`src/rtl/snina_alarm_unit.sv`:
```
// Per-domain alarm FSMs behind the andSNINA gadget (d=1, k=1).
// Optional alarm clear: define SNINA_ALARM_CLEAR_EN.
module snina_alarm_unit #(
    parameter int N_SHARES   = 2,
    parameter int K          = 1,
    parameter int WARMUP_CYC = 2,
    parameter int CNT_W      = 8
) (
    input  logic             clk,
    input  logic             reset,
    input  logic             in_valid,
    input  logic [K:0]       in_c_0,
    input  logic [K:0]       in_c_1,
    input  logic             in_ok_0,
    input  logic             in_ok_1,
    input  logic             clr_0,
    input  logic             clr_1,
    output logic             out_valid_0,
    output logic             out_valid_1,
    output logic [K:0]       out_c_0,
    output logic [K:0]       out_c_1,
    output logic             alarm_0,
    output logic             alarm_1,
    output logic [CNT_W-1:0] fcnt_0,
    output logic [CNT_W-1:0] fcnt_1
);
    localparam int WW = $clog2(WARMUP_CYC + 1);

    typedef enum logic [1:0] {
        WARMUP,
        RUN,
        ALARM
    } state_t;

    logic [K:0] c_in   [N_SHARES];
    logic       ok_in  [N_SHARES];
    logic       clr_in [N_SHARES];

    assign c_in[0]   = in_c_0;
    assign c_in[1]   = in_c_1;
    assign ok_in[0]  = in_ok_0;
    assign ok_in[1]  = in_ok_1;
    assign clr_in[0] = clr_0;
    assign clr_in[1] = clr_1;

    // Each domain is a fully separate instance; no signal crosses domains.
    for (genvar g = 0; g < N_SHARES; g++) begin : g_dom
        state_t           st_q;
        logic [WW-1:0]    warm_q;
        logic [K:0]       c_q;
        logic             v_q;
        logic             a_q;
        logic [CNT_W-1:0] n_q;
        logic [CNT_W-1:0] n_d;
        logic             same;
        logic             fault;
        logic             clr;

        assign same  = (&c_in[g]) | ~(|c_in[g]);
        assign fault = in_valid & (~ok_in[g] | ~same);
        assign n_d   = (&n_q) ? n_q : n_q + 1'b1;
`ifdef SNINA_ALARM_CLEAR_EN
        assign clr   = clr_in[g];
`else
        assign clr   = 1'b0;
        logic unused_clr;
        assign unused_clr = clr_in[g];
`endif

        always_ff @(posedge clk or negedge reset) begin
            if (!reset) begin
                st_q   <= WARMUP;
                warm_q <= '0;
                c_q    <= '0;
                v_q    <= 1'b0;
                a_q    <= 1'b0;
                n_q    <= '0;
            end else begin
                unique case (st_q)
                    WARMUP: begin
                        c_q <= '0;
                        v_q <= 1'b0;
                        a_q <= 1'b0;
                        if (warm_q == WW'(WARMUP_CYC - 1)) begin
                            st_q <= RUN;
                        end else begin
                            warm_q <= warm_q + 1'b1;
                        end
                    end
                    RUN: begin
                        if (fault) begin
                            st_q <= ALARM;
                            a_q  <= 1'b1;
                            c_q  <= '0;
                            v_q  <= 1'b0;
                            n_q  <= n_d;
                        end else begin
                            c_q <= in_valid ? c_in[g] : '0;
                            v_q <= in_valid;
                        end
                    end
                    default: begin
                        c_q <= '0;
                        v_q <= 1'b0;
                        if (fault) n_q <= n_d;
                        // Clear wins over a concurrent fault, which is still counted.
                        if (clr) begin
                            st_q   <= WARMUP;
                            warm_q <= '0;
                            a_q    <= 1'b0;
                        end else begin
                            a_q <= 1'b1;
                        end
                    end
                endcase
            end
        end
    end

    assign out_valid_0 = g_dom[0].v_q;
    assign out_valid_1 = g_dom[1].v_q;
    assign out_c_0     = g_dom[0].c_q;
    assign out_c_1     = g_dom[1].c_q;
    assign alarm_0     = g_dom[0].a_q;
    assign alarm_1     = g_dom[1].a_q;
    assign fcnt_0      = g_dom[0].n_q;
    assign fcnt_1      = g_dom[1].n_q;

endmodule

```
`config.mk`:
```
export PLATFORM = sky130hd
export DESIGN_NAME = snina_alarm_unit
export DESIGN_NICKNAME = d
export VERILOG_FILES = /design/src/rtl/snina_alarm_unit.sv
export SDC_FILE = /design/constraint.sdc
export NUM_CORES = 1
export LEC_CHECK = 0
export ABC_AREA = 1
export ABC_CLOCK_PERIOD_IN_PS = 2200
export CORE_ASPECT_RATIO = 1.2
export CORE_MARGIN = 2
export CORE_UTILIZATION = 54
export DETAILED_ROUTE_END_ITERATION = 7
export HOLD_SLACK_MARGIN = 0.03
export PLACE_DENSITY = 0.84
export SLEW_MARGIN = 10
export SYNTH_ARGS = -nofsm -noshare
export SYNTH_HDL_FRONTEND = slang
export SYNTH_SLANG_ARGS = --single-unit
```
`constraint.sdc`:
```
create_clock -name clk -period 2.2 [get_ports clk]
set_input_delay 0.44 -clock clk [delete_from_list [all_inputs] [get_ports clk]]
set_output_delay 0.44 -clock clk [all_outputs]
set_load 0.02 [all_outputs]
```
# Yosys cells after proc, flatten, opt, wreduce, memory -nomap -nowiden
# Index checks and enable logic that the tools add are counted.
# classes
n_addsub,4
eq_ne,8
n_mux,20
bitwise_logic,18
reduce_logical,16
# op_table
op,n
2-bit 2-to-1 mux,10
"8-bit by 1-bit adder with 8-bit output, second input constant",2
8-bit AND reduction,2
1-bit NOT,12
3-bit AND reduction,4
"2-bit by 1-bit equality test with 1-bit output, second input constant",4
"2-bit inequality test, second input constant",4
2-bit one-hot mux with 2 select lines,2
2-bit AND reduction,4
1-bit 2-to-1 mux,6
"2-bit by 1-bit adder with 2-bit output, second input constant",2
2-bit zero test,2
1-bit bitwise OR,4
1-bit one-hot mux with 2 select lines,2
2-bit nonzero test,2
2-bit OR reduction,2
1-bit bitwise AND,2
# totals
register_bits,32
in_bits,11
output_inout_bits,24
wordCells,78

# Longest topological paths before layout
# Gate-level depths: netlist of run 1.
# logic_depth
ltp_word,8
depth_mapped,8
depth_no_buf,8

# Least setup slack after synthesis of run 1
# Ideal clock, no wire load.
# synth_timing
path_kind,reg-to-reg
start,"reg g_dom[0].n_q[0], in the netlist fcnt_0[0]"
end,"reg g_dom[0].n_q[5], in the netlist fcnt_0[5]"
setup_ns,0.118
arrival_ns,1.274
t_required_ns,2.082
setup_slack_ns,0.808
path_stages_with_launch,8
n_path_buf,0
path_cell_list,dfrtp_1 ha_1 nand2_1 nor2_2 a21oi_1 nand2_4 nand2_1 nand2_1
# synth_via
elab_chain_len,3
elab_cells_between_ends,4
cone_classes,1 x add/sub; 1 x bitwise; 2 x reduce/logical
# synth_rtl
item,line,text
start: declaration,53,logic [CNT_W-1:0] n_q;
start signal: assignment,96,n_q <= n_d;
start signal: assignment,105,if (fault) n_q <= n_d;
branches (longest 3 deep; another with 8-bit by 1-bit adder with 8-bit output),--,
# Parallel ways; which one is timed is not known.
# A chain may end at the register's enable or synchronous reset.

# Worst setup path in the final report of run 1
# layout_timing
start,"reg g_dom[0].n_q[5], in the netlist fcnt_0[5]"
end,out fcnt_0[5]
# layout_lines
item,line,text
end: declaration,24,"output logic [CNT_W-1:0] fcnt_0,"
# No word-level cell between the ends.

==> results of run 1 <==
sequential cells by signal, summed over array words and instances, names as in the netlist:
name / flops
alarm_1: 1
alarm_0: 1
out_c_1: 2
fcnt_0: 8
out_valid_1: 1
out_valid_0: 1
g_dom.warm_q: 4
out_c_0: 2
g_dom.st_q: 4
fcnt_1: 8
through the flow:
stage / util (%) / setup WS [ns] / instances / hold slack (ns) / cell area, um^2
after floorplan: - / 0.808 / 207 / 0.144 / 1670
after global placement: 68.2 / 0.559 / 276 / 0.466 / 2050
after detailed placement: 68.2 / 0.496 / 276 / 0.486 / 2050
after CTS: 70.4 / 0.288 / 283 / 0.508 / 2110
after global routing: 70.4 / 0.233 / 283 / 0.539 / 2110
final: 70.4 / 0.289 / 283 / 0.490 / 2110
path summary, 6_finish.rpt:
kind | startpoint | endpoint | cells after the start
max in group asynchronous | reset | out_c_0[0] | 2
max | fcnt_0[5] | fcnt_0[5] | 1
min reg2reg | g_dom[0].warm_q[1] | g_dom[0].warm_q[1] | 2
min | reset | fcnt_0[7] | 2
min in group clk | g_dom[0].warm_q[1] | g_dom[0].warm_q[1] | 2
max reg2reg | fcnt_1[0] | fcnt_1[4] | 7
final cells by class:
type / instances / area (um^2) / share of cell area [%]
clock buffers: 7 / 65.1 / 3.08
repair buffers: 33 / 328 / 15.5
flip-flops and latches: 32 / 801 / 37.9
inverters: 27 / 101 / 4.80
well taps: 36 / 45.0 / 2.13
multi-input cells: 148 / 771 / 36.5
power by group through the flow:
stage | clock [mW] | combinational (mW) | sequential, mW
CTS | 0.383 | 0.505 | 0.753
global route | 0.408 | 0.554 | 0.767
detailed placement | 0 | 0.500 | 0.763
finish | 0.376 | 0.498 | 0.751
floorplan | 0 | 0.198 | 0.840
global placement | 0 | 0.493 | 0.760
layer usage:
layer  share of wire [%]  global-route usage, %  vias to the layer above
met5                   0                      0                        -
met4                 2.0                   9.38                        0
met3                 4.2                   4.84                        8
met2                  50                   33.9                       31
met1                  43                   24.4                      637
li1                    -                      -                      726
cell usage in the layout (no fill, tap or decap), types with 4 or more instances in the layout:
cell type,netlist,final
a21oi_1,4,4
clkbuf_4,0,5
clkdlybuf4s50_1,0,32
dfrtp_1,32,32
ha_1,4,4
inv_1,22,22
inv_2,5,5
nand2_1,82,82
nand2_2,4,4
nand3_1,6,6
nand3b_1,4,4
nor2_1,10,10
nor2_2,4,4
nor4_1,4,4
o21ai_0,6,6
xor2_1,4,4
logic make-up after synthesis:
group                      after synthesis  share of synthesized area [%]
AOI/OAI and AO/OA                       12                           4.04
xor gates and xnor gates                 6                           4.04
adders and majority gates                4                           2.99
buffers and inverters                   27                           6.06
DFF                                     32                           47.9
and+or+nand+nor                        126                           35.0
==> metrics.md, run 1 <==
| Metric | Value |
|---|---|
| Die Y-Extent | `around 65 um` |
| MaxCap Viol Count | `0` |
| CTS tree | `built` |
| Synthesized instance count | `about 210` |
| Buf/Inv on CP | `1` |
| Hold_buf cts | `0` |
| Vias per cell | `about 5` |
| Crit path time final | `1.91 ns` |
| Synth area leaders | `dfrtp_1 48%, nand2_1 18%, inv_1 4.9%, ha_1 3.0%, nor2_1 2.2%` |
| Area delta synth->final | `26.2%` |
| Final Hold Viols | `0` |
| Sequential area share after synthesis | `47.9%` |
| Max Clock Freq | `between 500 and 600 MHz` |
| Period utilization | `~87%` |
| Crit path kind | `register to output pin` |
| Crit path cell chain | `clkdlybuf4s50_1` |
| Initial DRT Pass Iterations | `4` |
| Setup Skew | `0.0182 ns` |
| Status | `completed` |
| Most used DFF post-synth | `dfrtp_1` |
| GR Util All Layers | `just over 20%` |
| DRT Wirelength | `3120 um` |
| Final setup violation count | `0` |
| Antenna violations before repair | `0` |
| Mapped cell area | `around 1700 um^2` |
| Peak VDD IR | `754 uV` |
| Core area | `3000 um^2` |
| Worst hold path class | `primary input to async pin` |
| Synth top cells by count | `82 x nand2_1, 32 x dfrtp_1, 22 x inv_1` |
| Die ar. | `3560 um^2` |
| NumNets Final | `262` |
| Postcts setup bufs | `0` |
| Power Dens Cells | `a little under 800 nW/um^2` |
| Crit end category | `output pin` |
| Slowest cell delay on critical path | `0.65 ns` |
| CTS sink cnt | `32` |
| Via count | `1,402` |
| DP HPWL | `about 2200 um` |
| Post-synth top area cell | `dfrtp_1` |
| Largest net degree at the start of global routing | `33` |
| Diode count | `0` |
| Floorplan row count | `22` |
| Routed wire per std cell | `between 10 and 15 um` |
| Die W | `54.8 um` |
| Clock transition at path regs | `between 0.1 and 0.15 ns` |
| Clock Power Share | `23.1%` |
| Worst slew margin | `~73%` |
| Num CTS Buffers | `5` |
| Power Total | `roughly 1.6 mW` |
| Syn. warnings | `0` |
| First-pass GRT wire length | `5290 um` |
| CTS max path bufs | `2` |
| Layout cells sized above 1 | `13.4%` |
| Flop2flop setup slack | `0.78 ns` |
| Vias in the first global route | `between 1,000 and 1,500` |
| RSZ-0062 raised after global routing | `false` |
| Int Power | `approximately 1.1 mW` |
| Post-CTS sizing | `0` |
| Total grt overflow | `0` |
| Final Max Slew Viols | `0` |
| CTS H-Tree Depth | `2` |
| Fill cell count | `about 240` |
| Buffers on Ports | `32` |
| Distinct cells, synth | `22` |
| Critical path peak fanout | `8` |
| Initial Utilization | `55.8%` |
| Synth top area share | `47.9%` |
| #FFs+latches synth | `32` |
| Critical path required time | `1.76 ns` |
| Startpoint type of the worst setup path | `register` |
| Comb power frac | `30.7%` |
| Pleak | `roughly 1.1 nW` |
| Most common cell in the synthesized netlist | `nand2_1` |
| Net Sw Frac | `34.3%` |
| Setup TNS | `0 ns` |
| Clk Latency, worst-skew pair | `about 0.34 ns` |
| Asr flop ratio synth | `100%` |
| Sw power | `around 0.56 mW` |
| Post-DRT Antenna Nets | `0` |
| Slowest cell on crit path | `clkdlybuf4s50_1` |
| Post-synth EDFFs | `0` |
| Top Ports | `35` |
| Slew of the pin with the lowest slew margin | `about 0.40 ns` |
| Critical Path AT | `1.47 ns` |
| First DRT Iteration DRCs | `40` |
| Syn_area_per_cell | `8.08 um^2` |
| Residual DRC | `0` |
| Delay-heaviest family, CP | `buffers and inverters` |
| Synth Net Count | `around 220` |
| Sequential power share | `46.2%` |
| GP Congestion | `0.723` |
| Clock root cell | `clkbuf_4` |
Note: power is estimated with default switching activity, not from simulation.
==> run 2: changes to the inputs <==
--- a/config.mk
+++ b/config.mk
@@ -8,12 +8,10 @@
 export ABC_AREA = 1
 export ABC_CLOCK_PERIOD_IN_PS = 2200
 export CORE_ASPECT_RATIO = 1.2
-export CORE_MARGIN = 2
 export CORE_UTILIZATION = 54
 export DETAILED_ROUTE_END_ITERATION = 7
 export HOLD_SLACK_MARGIN = 0.03
 export PLACE_DENSITY = 0.84
-export SLEW_MARGIN = 10
 export SYNTH_ARGS = -nofsm -noshare
 export SYNTH_HDL_FRONTEND = slang
 export SYNTH_SLANG_ARGS = --single-unit
==> run 2 against run 1 <==
Core utilization increased by 2.6 points. Worst setup slack better by 0.0040 ns. Clock-buffer cell count shrank 1. Worst hold slack lost 0.0058 ns. Die area decreased by 6.6%. Design area is 1.0% lower. Wire length is 3.2% lower. Power shrank 3.2%. Via count shrank 0.43%. Critical path depth unchanged. Non-clock buffer count is the same. Critical path type unchanged. Highest routed layer unchanged.
==> metrics.md, run 2 (synthesized netlist as in run 1, its figures left out) <==
| Metric | Value |
|---|---|
| Status | `completed (unchanged)` |
| Die W | `52.8 um (was 54.8 um)` |
| Final Max Slew Viols | `0 (unchanged)` |
| Slowest cell on crit path | `clkdlybuf4s50_1 (unchanged)` |
| Die Y-Extent | `63.0 um (was 65.0 um)` |
| Power Dens Cells | `753 nW/um^2 (was 770 nW/um^2)` |
| GR Util All Layers | `21.8% (was 20.6%)` |
| Postcts setup bufs | `0 (unchanged)` |
| Crit path cell chain | `clkdlybuf4s50_1 (unchanged)` |
| CTS tree | `built (unchanged)` |
| Post-CTS sizing | `0 (unchanged)` |
| Final Hold Viols | `0 (unchanged)` |
| GP Congestion | `0.772 (was 0.723)` |
| Crit path time final | `1.91 ns (about the same)` |
| Design area | `2090 um^2 (was 2110 um^2)` |
| Flop2flop setup slack | `0.79 ns (was 0.78 ns)` |
| Residual DRC | `0 (unchanged)` |
| Setup Skew | `0.0124 ns (was 0.0182 ns)` |
| Core area | `2860 um^2 (was 3000 um^2)` |
| Most common cell after layout, fill and taps aside | `nand2_1 (unchanged)` |
| Setup TNS | `0 ns (unchanged)` |
| Vias per cell | `4.97 (was 4.95)` |
| Worst-case reg-to-reg path depth | `7 (unchanged)` |
| Initial DRT Pass Iterations | `4 (unchanged)` |
| Period utilization | `86.7% (was 86.9%)` |
| Num CTS Buffers | `5 (unchanged)` |
| Delay-heaviest family, CP | `buffers and inverters (unchanged)` |
| DRT Wirelength | `3020 um (was 3120 um)` |
| MaxCap Viol Count | `0 (unchanged)` |
| Worst R2R End | `fcnt_0[4] (was fcnt_1[4])` |
| Slew of the pin with the lowest slew margin | `0.399 ns (was 0.401 ns)` |
| First-pass GRT wire length | `5300 um (was 5290 um)` |
| Peak VDD IR | `678 uV (was 754 uV)` |
| Total grt overflow | `0 (unchanged)` |
| Top Ports | `35 (unchanged)` |
| Vias in the first global route | `1,313 (was 1,297)` |
| Max Clock Freq | `524 MHz (was 523 MHz)` |
| Largest net degree at the start of global routing | `33 (unchanged)` |
| Layout cells sized above 1 | `13.0% (was 13.4%)` |
| Critical path required time | `1.76 ns (about the same)` |
| Diode count | `0 (unchanged)` |
| Placed Area | `2040 um^2 (was 2050 um^2)` |
| First DRT Iteration DRCs | `35 (was 40)` |
| Worst hold path class | `primary input to async pin (unchanged)` |
| Initial Utilization | `58.4% (was 55.8%)` |
| Commonest non-fill, non-tap cells in the layout | `82 x nand2_1, 32 x dfrtp_1, 32 x clkdlybuf4s50_1, 22 x inv_1, 10 x nor2_1 (unchanged)` |
| Final setup violation count | `0 (unchanged)` |
| Antenna violations before repair | `0 (unchanged)` |
| CTS max path bufs | `2 (unchanged)` |
| Crit path kind | `register to output pin (unchanged)` |
| Die ar. | `3330 um^2 (was 3560 um^2)` |
| Floorplan row count | `21 (was 22)` |
| Worst slew margin | `73.4% (was 73.3%)` |
| Slowest cell delay on critical path | `0.65 ns (about the same)` |
| Startpoint type of the worst setup path | `register (unchanged)` |
| Critical path peak fanout | `8 (unchanged)` |
| RSZ-0062 raised after global routing | `false (unchanged)` |
| Clock root cell | `clkbuf_4 (unchanged)` |
| Hold_buf cts | `0 (unchanged)` |
| Area delta synth->final | `24.9% (was 26.2%)` |
| Routed wire per std cell | `10.7 um (was 11.0 um)` |
| CTS sink cnt | `32 (unchanged)` |
| Post-DRT Antenna Nets | `0 (unchanged)` |
| Pleak | `1.06 nW (was 1.07 nW)` |
| Clock transition at path regs | `0.11 ns (about the same)` |
| Via count | `1,396 (was 1,402)` |
| DP HPWL | `2200 um (was 2250 um)` |
| Reg2reg start | `fcnt_0[0] (was fcnt_1[0])` |
| NumNets Final | `262 (unchanged)` |
| Fill cell count | `220 (was 237)` |
| Crit end category | `output pin (unchanged)` |
| Buffers on Ports | `32 (unchanged)` |
| CTS H-Tree Depth | `2 (unchanged)` |
| Buf/Inv on CP | `1 (unchanged)` |
| Clk Latency, worst-skew pair | `0.34 ns (about the same)` |
| Critical Path AT | `1.47 ns (about the same)` |
run 2: per-layer routing:
layer	vias to the layer above	share of wire [%]	GRT usage [%]
met5	-	0	0
met1	641	45	25.2
met2	28	50	36.9
li1	723	-	-
met3	4	4.1	7.30
met4	0	1.2	6.91
run 2: area by class of cell:
type                       instances  area [um^2]  area share (%)
clock buffer                       6         41.3            1.98
clock inverter                     1         5.00           0.240
inverter                          27          101            4.85
multi-input combinational        148          771            36.9
sequential                        32          801            38.3
tap                               34         42.5            2.04
timing repair buffer              33          328            15.7
run 2: worst max path at each step:
| stage | from | end | cells past startpoint |
|---|---|---|---|
| after detailed placement | in_c_1[0] | fcnt_1[2] | 8 |
| after floorplan | fcnt_0[0] | fcnt_0[5] | 7 |
| after CTS | fcnt_0[5] | fcnt_0[5] | 1 |
| after global routing | fcnt_0[5] | fcnt_0[5] | 1 |
| final | fcnt_0[5] | fcnt_0[5] | 1 |
| after global placement | in_c_1[0] | fcnt_1[6] | 8 |
run 2: per-stage QoR:
step | cells | hold slack, ns | setup WS (ns) | util (%) | power, mW
after global routing | 281 | 0.504 | 0.228 | 73.0 | 1.68
after CTS | 281 | 0.493 | 0.293 | 73.0 | 1.58
after detailed placement | 274 | 0.472 | 0.513 | 71.3 | 1.27
after global placement | 274 | 0.464 | 0.557 | 71.3 | 1.25
after floorplan | 207 | 0.144 | 0.808 | - | 1.04
final | 281 | 0.484 | 0.293 | 73.0 | 1.57
run 2: power by group:
group / switching [mW] / internal, mW
logic: 0.273 / 0.227
registers: 0.0928 / 0.661
clock network: 0.202 / 0.118
total: 0.568 / 1.01
